==> config.mk <==
export PLATFORM = sky130hd
export DESIGN_NAME = audio_fetch
export DESIGN_NICKNAME = d
export VERILOG_FILES = /design/src/rtl/audio_fetch.sv
export SDC_FILE = /design/constraint.sdc
export NUM_CORES = 1
export LEC_CHECK = 0
export ABC_AREA = 1
export CAP_MARGIN = 10
export CORE_ASPECT_RATIO = 0.6
export CORE_MARGIN = 2
export CORE_UTILIZATION = 35
export DETAILED_ROUTE_END_ITERATION = 10
export DONT_BUFFER_PORTS = 1
export PLACE_DENSITY = 0.54
export SYNTH_ARGS = -nofsm -noshare
export SYNTH_HDL_FRONTEND = slang
export SYNTH_SLANG_ARGS = --single-unit
==> constraint.sdc <==
create_clock -name clk -period 2.1 [get_ports clk]
set_clock_uncertainty 0.2 [all_clocks]
set_input_delay 0.315 -clock clk [delete_from_list [all_inputs] [get_ports clk]]
set_output_delay 0.315 -clock clk [all_outputs]
set_load 0.005 [all_outputs]
==> src/rtl/audio_fetch.sv <==
// ---------------------------------------------------------------------------
// audio_fetch
//   Audio sample DMA stage in front of the audio mixer. A rising edge on the
//   mixer fetch flag latches a word address and memory select, issues one
//   arbitrated read to VRAM or TILE memory, and holds the returned word stable
//   on the mixer's sample-word input. Fetches that the mixer gives up on
//   (fetch flag falls while the read is still outstanding) are flagged.
//
// Parameters
//   ADDR_W       word address width
//   DATA_W       sample word width
//   MEM_LATENCY  cycles from the grant cycle to valid read data (1..3)
//
// Ports
//   clk            pixel clock
//   reset_n_i      asynchronous active-low reset
//   fetch_i        mixer fetch flag (level); rising edge requests a word
//   fetch_addr_i   word address, sampled on the fetch_i rising edge
//   tile_sel_i     0 = VRAM, 1 = TILE memory, sampled with the address
//   mem_req_o      read request to the memory arbiter
//   mem_tile_o     memory select for the request
//   mem_addr_o     read address
//   mem_grant_i    arbiter grant, only looked at while requesting
//   mem_data_i     read data, valid MEM_LATENCY cycles after the grant cycle
//   word_o         sample word to the mixer
//   word_valid_o   word_o holds data for the most recent request
//   late_o         one-cycle pulse: fetch_i fell with its request outstanding
//
// Optional build macro AUDIO_FETCH_STATS_EN adds:
//   stats_clr_i    synchronous clear of late_count_o (wins over an increment)
//   late_count_o   saturating count of late_o pulses
// ---------------------------------------------------------------------------
module audio_fetch #(
  parameter int ADDR_W      = 16,
  parameter int DATA_W      = 16,
  parameter int MEM_LATENCY = 1
) (
  input  logic              clk,
  input  logic              reset_n_i,
  input  logic              fetch_i,
  input  logic [ADDR_W-1:0] fetch_addr_i,
  input  logic              tile_sel_i,
  output logic              mem_req_o,
  output logic              mem_tile_o,
  output logic [ADDR_W-1:0] mem_addr_o,
  input  logic              mem_grant_i,
  input  logic [DATA_W-1:0] mem_data_i,
  output logic [DATA_W-1:0] word_o,
  output logic              word_valid_o,
  output logic              late_o
`ifdef AUDIO_FETCH_STATS_EN
  ,
  input  logic              stats_clr_i,
  output logic [7:0]        late_count_o
`endif
);

  localparam int LAT_W = 2;

  typedef enum logic [1:0] {
    IDLE = 2'd0,
    REQ  = 2'd1,
    WAIT = 2'd2
  } state_t;

  state_t              state;
  state_t              state_d;

  logic                fetch_q;
  logic                fetch_evt;
  logic                fetch_fall;
  logic [ADDR_W-1:0]   req_addr;
  logic                req_tile;
  logic                pending;
  logic                pending_d;
  logic [LAT_W-1:0]    lat_cnt;
  logic [LAT_W-1:0]    lat_d;
  logic                req_d;
  logic [ADDR_W-1:0]   addr_d;
  logic                tile_d;
  logic [ADDR_W-1:0]   nxt_addr;
  logic                nxt_tile;
  logic                capture;
  logic                keep;
  logic                late_d;

  assign fetch_evt  = fetch_i & ~fetch_q;
  assign fetch_fall = fetch_q & ~fetch_i;

  // An event on the same edge as an issue from IDLE must use the fresh
  // address, since the request registers only update on that edge.
  assign nxt_addr = fetch_evt ? fetch_addr_i : req_addr;
  assign nxt_tile = fetch_evt ? tile_sel_i   : req_tile;

  // A capture is only delivered if no newer event arrived while it was in
  // flight; pending marks exactly that case.
  assign keep   = capture & ~pending;
  assign late_d = fetch_fall & ((state != IDLE) | pending);

  always_ff @(posedge clk or negedge reset_n_i) begin
    if (!reset_n_i) begin
      state <= IDLE;
    end else begin
      state <= state_d;
    end
  end

  always_comb begin
    state_d   = state;
    req_d     = mem_req_o;
    addr_d    = mem_addr_o;
    tile_d    = mem_tile_o;
    pending_d = pending;
    lat_d     = lat_cnt;
    capture   = 1'b0;
    case (state)
      IDLE: begin
        if (fetch_evt || pending) begin
          req_d     = 1'b1;
          addr_d    = nxt_addr;
          tile_d    = nxt_tile;
          pending_d = 1'b0;
          state_d   = REQ;
        end
      end
      REQ: begin
        if (mem_grant_i) begin
          req_d   = 1'b0;
          lat_d   = LAT_W'(MEM_LATENCY - 1);
          state_d = WAIT;
        end
      end
      WAIT: begin
        if (lat_cnt == '0) begin
          capture = 1'b1;
          state_d = IDLE;
        end else begin
          lat_d = lat_cnt - 1'b1;
        end
      end
      default: state_d = IDLE;
    endcase
    // Queue depth of one: a busy-time event replaces whatever was queued.
    if (fetch_evt && (state != IDLE)) begin
      pending_d = 1'b1;
    end
  end

  always_ff @(posedge clk or negedge reset_n_i) begin
    if (!reset_n_i) begin
      fetch_q      <= 1'b0;
      pending      <= 1'b0;
      lat_cnt      <= '0;
      mem_req_o    <= 1'b0;
      mem_addr_o   <= '0;
      mem_tile_o   <= 1'b0;
      req_addr     <= '0;
      req_tile     <= 1'b0;
      word_o       <= '0;
      word_valid_o <= 1'b0;
      late_o       <= 1'b0;
    end else begin
      fetch_q    <= fetch_i;
      pending    <= pending_d;
      lat_cnt    <= lat_d;
      mem_req_o  <= req_d;
      mem_addr_o <= addr_d;
      mem_tile_o <= tile_d;
      late_o     <= late_d;
      if (fetch_evt) begin
        req_addr <= fetch_addr_i;
        req_tile <= tile_sel_i;
      end
      if (keep) begin
        word_o <= mem_data_i;
      end
      // A new event invalidates the word even if a capture lands this edge.
      if (fetch_evt) begin
        word_valid_o <= 1'b0;
      end else if (keep) begin
        word_valid_o <= 1'b1;
      end
    end
  end

`ifdef AUDIO_FETCH_STATS_EN
  always_ff @(posedge clk or negedge reset_n_i) begin
    if (!reset_n_i) begin
      late_count_o <= 8'h00;
    end else if (stats_clr_i) begin
      late_count_o <= 8'h00;
    end else if (late_d && (late_count_o != 8'hFF)) begin
      late_count_o <= late_count_o + 8'h01;
    end
  end
`endif

  a_req_held: assert property (@(posedge clk) disable iff (!reset_n_i)
    (mem_req_o && !mem_grant_i) |=> mem_req_o);

  a_addr_stable: assert property (@(posedge clk) disable iff (!reset_n_i)
    (mem_req_o && !mem_grant_i) |=> ($stable(mem_addr_o) && $stable(mem_tile_o)));

endmodule

== Word-level counts from Yosys, hierarchy flattened ==
Cells that the tools add are included.

* Bitwise gates (word level): 8
* Equality and inequality tests: 6
* Reductions and logical operators: 15
* Muxes and demuxes: 19
* Add/sub/neg operators: 1

{| class="wikitable"
|+ Operators by type and width
! cell !! count
|-
| $mux 16 || 1
|-
| $reduce_bool 2->1 || 6
|-
| $mux 1 || 10
|-
| $mux 2 || 5
|-
| $reduce_and 3->1 || 3
|-
| $ne 2x2->1 const B || 4
|-
| $pmux 2 s3 || 1
|-
| $and 1x1->1 || 4
|-
| $logic_not 2->1 || 2
|-
| $pmux 2 s2 || 1
|-
| $reduce_and 2->1 || 2
|-
| $not 1->1 || 3
|-
| $eq 2x1->1 const B || 1
|-
| $eq 2x2->1 const B || 1
|-
| $pmux 1 s2 || 1
|-
| $sub 2x1->2 const B || 1
|-
| $logic_and 1x1->1 || 1
|-
| $logic_or 1x1->1 || 1
|-
| $or 1x1->1 || 1
|}

* Output and inout port bits: 36
* Input port bits: 37
* Register bits after elaboration: 59
* Word-level logic and storage cells: 61

== Depth between registers and ports, before layout ==
Gate-level depths: netlist (run 1).

* Depth after elaboration: 6
* Mapped depth: 8
* Mapped depth without buffers: 7

== Least setup slack after synthesis (run 1) ==
No wires, ideal clock.

* Path type: reg2reg
* From: register lat_cnt[0]
* To: register word_o[10]
* Path buffers: 1
* Data required time: 1,784 ps
* Clock period less this slack: 1,515 ps
* Setup time: 116 ps
* Setup slack: 585 ps
* Cell stages (with the launch flop): 9
* Data arrival time: 1,199 ps
* Cell sequence: dfrtp_1 > inv_1 > ha_1 > inv_2 > nor2_2 > nand2_4 > buf_6 > nand2_1 > nand2_1

* Longest elaborated chain between the ends: 4

{| class="wikitable"
|+ Ends and longest elaborated chain
! item !! line !! source
|-
| from (decl) || 76 || <nowiki>logic [LAT_W-1:0] lat_cnt;</nowiki>
|-
| from (signal assigned) || 165 || <nowiki>lat_cnt <= lat_d;</nowiki>
|-
| $logic_not 2->1 || 134 || <nowiki>if (lat_cnt == '0) begin</nowiki>
|-
| $mux 1 || 134 ||
|-
| $mux 1 || 116 || <nowiki>case (state)</nowiki>
|-
| $and 1x1->1 || 97 || <nowiki>assign keep = capture & ~pending;</nowiki>
|-
| to (signal assigned) || 175 || <nowiki>word_o <= mem_data_i;</nowiki>
|-
| to (decl) || 48 || <nowiki>output logic [DATA_W-1:0] word_o,</nowiki>
|}

Every way passes these cells.
A chain may end at the register's enable or synchronous reset.

== Worst setup path in the final report (run 1) ==
* From: input fetch_i
* To: register mem_addr_o[6]

* Elaborated cells between the ends (all ways): 4
* Those cells by class: mux: 1; bitwise: 1; reduce/logical: 2

{| class="wikitable"
|+ RTL lines
! item !! line !! source
|-
| from (decl) || 40 || <nowiki>input logic fetch_i,</nowiki>
|-
| $and 1x1->1 || 87 || <nowiki>assign fetch_evt = fetch_i & ~fetch_q;</nowiki>
|-
| $mux 16 || - ||
|-
| via nxt_addr[6] || 81 || <nowiki>logic [ADDR_W-1:0] nxt_addr;</nowiki>
|-
| to (signal assigned) || 167 || <nowiki>mem_addr_o <= addr_d;</nowiki>
|-
| to (decl) || 45 || <nowiki>output logic [ADDR_W-1:0] mem_addr_o,</nowiki>
|}

The timed path passes the listed nets, and every way through them passes these cells.

==> qor.csv, run 1 <==
metric,value,unit
period_share,82.3,%
synth_edf_count,0,
synth_commonest_cells,"111 x nand2_1, 59 x dfrtp_1, 35 x nand3_1",
syn_area,2430,um2
irDropWorstVdd,0.444,mV
crit_fanout,19,
status,"complete, no violations",
setup_tns,0,ps
cts_sinks,59,
numCtsBuffers,9,
core_area,6710,um2
cts_max_path_buffers,2,
r2r-start,state[1],
cpMaxStageDelayCell,dlygate4sd3_1,
die_y,68.5,um
hold_violations,0,
die_w,111,um
end_kind,flop,
grt.met3_usage,7.26,%
hp-class,input pin to flop,
synth.top_cell.area_share,60.9,%
ant_nets,0,
power,4030,uW
cp-startpoint,fetch_i,
post_drt_wl_per_cell,14.3,um
routed_wl,5540,um
worstSetupPathType,input pin to flop,
tightest_slew,776,ps
syn2layout_area_growth,29.4,%
fmax,578,MHz
synth_area_per_cell,9.44,um2
slew_headroom,48.1,%
finalCriticalPeriod,1730,ps
power_density,1280,nW/um2
antenna_found_initial,0,
synth_warnings,0,
grt_overflow,0,
ios,73,
final_util,46.8,%
crit_family,buffers and inverters,
arrival,1780,ps
grt_pass1_vias,1811,
grt.busiest_layer,met2,
gp_congestion,0.713,
rsz0062_at_grt,false,
cts_tree,built,
antennaDiodeCount,0,
synth_fp_nets,295,
start_util,36.2,%
grt_pass1_wl,9190,um
drt_iter0_drc,81,
worstSkewPairLatency,320,ps
synthArstFlopShare,100,%
yosysSeqAreaShare,60.9,%
drive_gt1_share,14.6,%
synth_top_area_cell,dfrtp_1,
leakagePower,0.00160,uW
met2_usage,23.6,%
setup_viol,0,
path_clk_slew,50,ps
dp_slack,497,ps
drc,0,
ys_dominant_reg_cell,dfrtp_1,
synthTopCellsByArea,"dfrtp_1 61%, nand2_1 17%, nand3_1 7.2%",
cts_resized,0,
worstPathRequired,2150,ps
viasPerCell,4.65,
layout.nets,335,
num_rows,23,
met1_usage,21.3,%
hold_start,fetch_i,
num_vias,1806,
ys_ff_latch,59,
cp_num_buf_inv,1,
placed_cell_area,2460,um2
firstDrtPassIters,5,
synth.most_common_cell,nand2_1,
clockRootBuffer,clkbuf_16,
h-tree-depth,3,
critical_path.most_common_cell,nand2_1,
start_kind,input pin,
netlist-cell-type-count,20,
grt_max_degree,60,
dp.final_hpwl,3300,um
synth_cells,257,
fill_cells,654,
crit_chain,dlygate4sd3_1 > nand3_1 > nand2_2 > nand2_1 > nand2_1,
slew_viol_final,0,
grt_usage,16.0,%
cp_slowest_stage_delay,1040,ps
drv_cap,0,
dieArea,7640,um2
portBuffers,0,
setup_ws,371,ps
postLayoutCellArea,3140,um2
-- per-layer routing --
layer / vias up / wire length (um)
met2: 50 / 2370
li1: 886 / -
met3: 5 / 420
met5: - / 0
met1: 865 / 2720
met4: 0 / 34
-- tightest hold or removal path, stage by stage --
cell	delay, ps
nand2_4	160
nand2_2	110
nand2_2	40
-- registers in the layout, summed over array words and instances, names as in the netlist --
signal,flops
mem_addr_o,16
req_addr,16
word_o,16
lat_cnt,2
state,2
fetch_q,1
late_o,1
mem_req_o,1
mem_tile_o,1
pending,1
req_tile,1
word_valid_o,1
-- kinds of logic after synthesis --
group	synth area share [%]
AO/OA/AOI/OAI	1.39
adder cells (fa/ha/maj)	0.516
buffers and inverters	5.52
flip-flops	60.9
AND/OR/NAND/NOR	31.7
-- report_power, final --
part | leakage (uW) | switching [uW] | total (uW) | internal [uW]
clock | 0.000146 | 466 | 1440 | 973
combinational | 0.000715 | 512 | 796 | 285
sequential | 0.000739 | 278 | 1800 | 1520
total | 0.00160 | 1260 | 4030 | 2780
-- what timing repair did --
action                                 4_1_cts  5_1_grt
hold buffers                                37        0
endpoints found under the hold margin       96        0
setup buffers                                0        0
-- final cells by class --
cell class	instances	area, um2	area share, %
sequential	59	1480	47.0
multi-input combinational	177	816	26.0
timing repair buffer	39	403	12.8
clock buffer	13	260	8.29
tap	87	109	3.47
inverter	11	41.3	1.31
clock inverter	2	35.0	1.12
-- final timing paths --
check / endpoint / slack, ps / depth (start not counted)
max: mem_addr_o[6] / 370 / 5
min: req_addr[9] / 170 / 3
max reg2reg: word_valid_o / 520 / 4
min reg2reg: req_addr[0] / 270 / 2
max in group asynchronous: lat_cnt[0] / 1090 / 2
min in group asynchronous: mem_addr_o[13] / 350 / 2
-- stage by stage --
| step | hold WS [ps] | cells |
|---|---|---|
| floorplan | -181 | 257 |
| global placement | -179 | 336 |
| detailed placement | -179 | 336 |
| CTS | 170 | 388 |
| global route | 204 | 388 |
| finish | 170 | 388 |
-- cells in the final DEF, fill, tap and decap left out, drive strengths merged --
cell type | netlist | layout
nand2 | 131 | 131
dfrtp | 59 | 59
dlygate4sd3 | 0 | 36
nand3 | 35 | 35
clkbuf | 0 | 13
inv | 11 | 11
nor2 | 4 | 4
buf | 10 | 3
nand4 | 2 | 2
a21oi | 2 | 2
o21ai | 1 | 1
a21boi | 1 | 1
ha | 1 | 1
clkinv | 0 | 1
bufinv | 0 | 1
(Power assumes the default switching activity.)
==> run 2, diff against run 1 <==
--- a/config.mk
+++ b/config.mk
@@ -12,7 +12,7 @@
 export CORE_UTILIZATION = 35
 export DETAILED_ROUTE_END_ITERATION = 10
 export DONT_BUFFER_PORTS = 1
-export PLACE_DENSITY = 0.54
+export PLACE_DENSITY = 0.56
 export SYNTH_ARGS = -nofsm -noshare
 export SYNTH_HDL_FRONTEND = slang
 export SYNTH_SLANG_ARGS = --single-unit
==> constraint.sdc (replaced) <==
create_clock -name clk -period 1.5 [get_ports clk]
set_clock_uncertainty 0.2 [all_clocks]
set_input_delay 0.225 -clock clk [delete_from_list [all_inputs] [get_ports clk]]
set_output_delay 0.225 -clock clk [all_outputs]
set_load 0.005 [all_outputs]
==> run 2 against run 1 <==
The run now ends with hold timing left. Register-to-register slack got worse by 450 ps. Worst hold slack got worse by 780 ps. First-iteration DRC count fell by 11%. Sequential power rose by 40%. Count of clock-buffer cells in the layout fell by 3. Worst setup slack got worse by 310 ps. Global-route usage fell by 0.73 points. Non-clock buffer count did not move. Largest cell class unchanged.
==> qor.csv, run 2 (synthesized netlist as in run 1, its figures left out) <==
metric,value,unit,change
grt_max_degree,60,,unchanged
cts_sinks,59,,unchanged
tightest_slew,264,ps,-512 ps
worst_hold_slack,-605,ps,-776 ps
fmax,697,MHz,
power,5810,uW,+44%
dieArea,7640,um2,unchanged
worstPathRequired,1560,ps,-590 ps
grt_pass1_wl,8690,um,-5.5%
firstDrtPassIters,4,,-1
fill_cells,644,,-1.5%
ios,73,,unchanged
grt_pass1_vias,1777,,-1.9%
arrival,1490,ps,-290 ps
crit_chain,inv_1 > ha_1 > inv_2 > nor2_4 > buf_6 > nand3_1 > nand2_1,,
die_y,68.5,um,unchanged
cp_num_buf_inv,3,,+2
hp-class,input pin to async pin,,
hold_violations,96,,+96
cp-startpoint,lat_cnt[0],,
layout_common_cells,"111 x nand2_1, 59 x dfrtp_1, 35 x nand3_1, 34 x dlygate4sd3_1, 17 x nand2_2",,
irDropWorstVdd,0.747,mV,+68%
crit_family,flip-flops,,
failed_checks,hold timing,,
num_rows,23,,unchanged
num_vias,1822,,+0.89%
post_drt_wl_per_cell,13.9,um,-2.5%
die_w,111,um,unchanged
drv_cap,0,,unchanged
worstSetupPathType,flop to flop,,
antennaDiodeCount,0,,unchanged
status,"finished, violations left",,
antenna_found_initial,0,,unchanged
path_clk_slew,50,ps,about the same
end_kind,flop,,
postLayoutCellArea,3160,um2,+0.64%
routed_wl,5420,um,-2.2%
cts_max_path_buffers,2,,unchanged
rsz0062_at_grt,true,,
final_util,47.1,%,+0.30 points
portBuffers,0,,unchanged
reg_top3,"mem_addr_o: 16 flops, req_addr: 16 flops, word_o: 16 flops",,
drc,0,,unchanged
slew_headroom,82.4,%,+34 points
core_area,6710,um2,unchanged
cts_tree,built,,
setup_viol,0,,unchanged
ant_nets,0,,unchanged
leakagePower,0.00160,uW,-0.23%
worstSkewPairLatency,320,ps,about the same
grt_overflow,0,,unchanged
r2r-start,lat_cnt[0],,
grt_usage,15.3,%,-0.73 points
drive_gt1_share,15.9,%,+1.3 points
h-tree-depth,3,,unchanged
holdBufCountCts,34,,-8.1%
syn2layout_area_growth,30.3,%,
placed_cell_area,2500,um2,+1.6%
cp_slowest_stage_delay,370,ps,-670 ps
cpMaxStageDelayCell,dfrtp_1,,
crit_fanout,16,,-3
period_share,95.6,%,
power_density,1840,nW/um2,+43%
layout_commonest_cell,nand2_1,,
layout.nets,335,,unchanged
drt_iter0_drc,72,,-11%
viasPerCell,4.68,,+0.63%
slew_viol_final,0,,unchanged
numCtsBuffers,9,,unchanged
clockRootBuffer,clkbuf_16,,
dp.final_hpwl,3390,um,+2.8%
finalCriticalPeriod,1430,ps,
start_kind,flop,,
gp_congestion,0.724,,+1.5%
start_util,36.2,%,unchanged
==> run 2: where the power goes <==
part / total, uW / switching, uW / internal, uW
registers: 2520 / 398 / 2130
clock network: 2160 / 713 / 1450
logic: 1120 / 680 / 445
total: 5810 / 1790 / 4020
==> run 2: final timing paths <==
path                                 to  slack (ps)  cells past startpoint
hold / removal             word_valid_o        -610                      0
min in group clk                fetch_q        -270                      0
setup / recovery             word_o[14]          70                      7
hold reg to reg             req_addr[2]         260                      2
setup reg to reg             word_o[14]          70                      7
max in group asynchronous   req_addr[6]        1610                      0
==> run 2: metal layers <==
metal / vias up / share of wire, % / track usage, %
met5: - / 0 / 0
met3: 8 / 8.2 / 8.83
met2: 64 / 43 / 22.2
met1: 859 / 48 / 19.4
li1: 891 / - / -
met4: 0 / 1.0 / 4.63
==> run 2: what timing repair did <==
action,CTS,global route
gates resized for setup,0,1
endpoints found under the setup margin,0,16
buffers inserted,0,0
hold endpoints to repair,117,87
==> run 2: layout make-up <==
cell class	count	area (um2)	share of cell area [%]
flip-flops and latches	59	1480	46.7
multi-input cells	177	821	26.0
repair buffers	39	394	12.5
clock buffers	10	229	7.24
well taps	87	109	3.44
clock inverters	6	90.1	2.85
inverters	11	41.3	1.31
==> run 2: stage by stage <==
step           worst slack (ps)  hold WS, ps  instances  setup TNS, ps
5_1_grt                   -15.7         -632        389          -71.5
4_1_cts                    23.6         -622        389              0
6_report                   65.6         -605        389              0
2_1_floorplan              74.8         -271        257              0
3_5_place_dp               56.4         -268        339              0
3_3_place_gp               93.1         -269        339              0
==> run 2: worst register-to-register path: stages (launching register included) <==
cell	delay [ps]
dfrtp_1	370
inv_1	80
ha_1	170
inv_2	70
nor2_4	120
buf_6	180
nand3_1	90
nand2_1	90
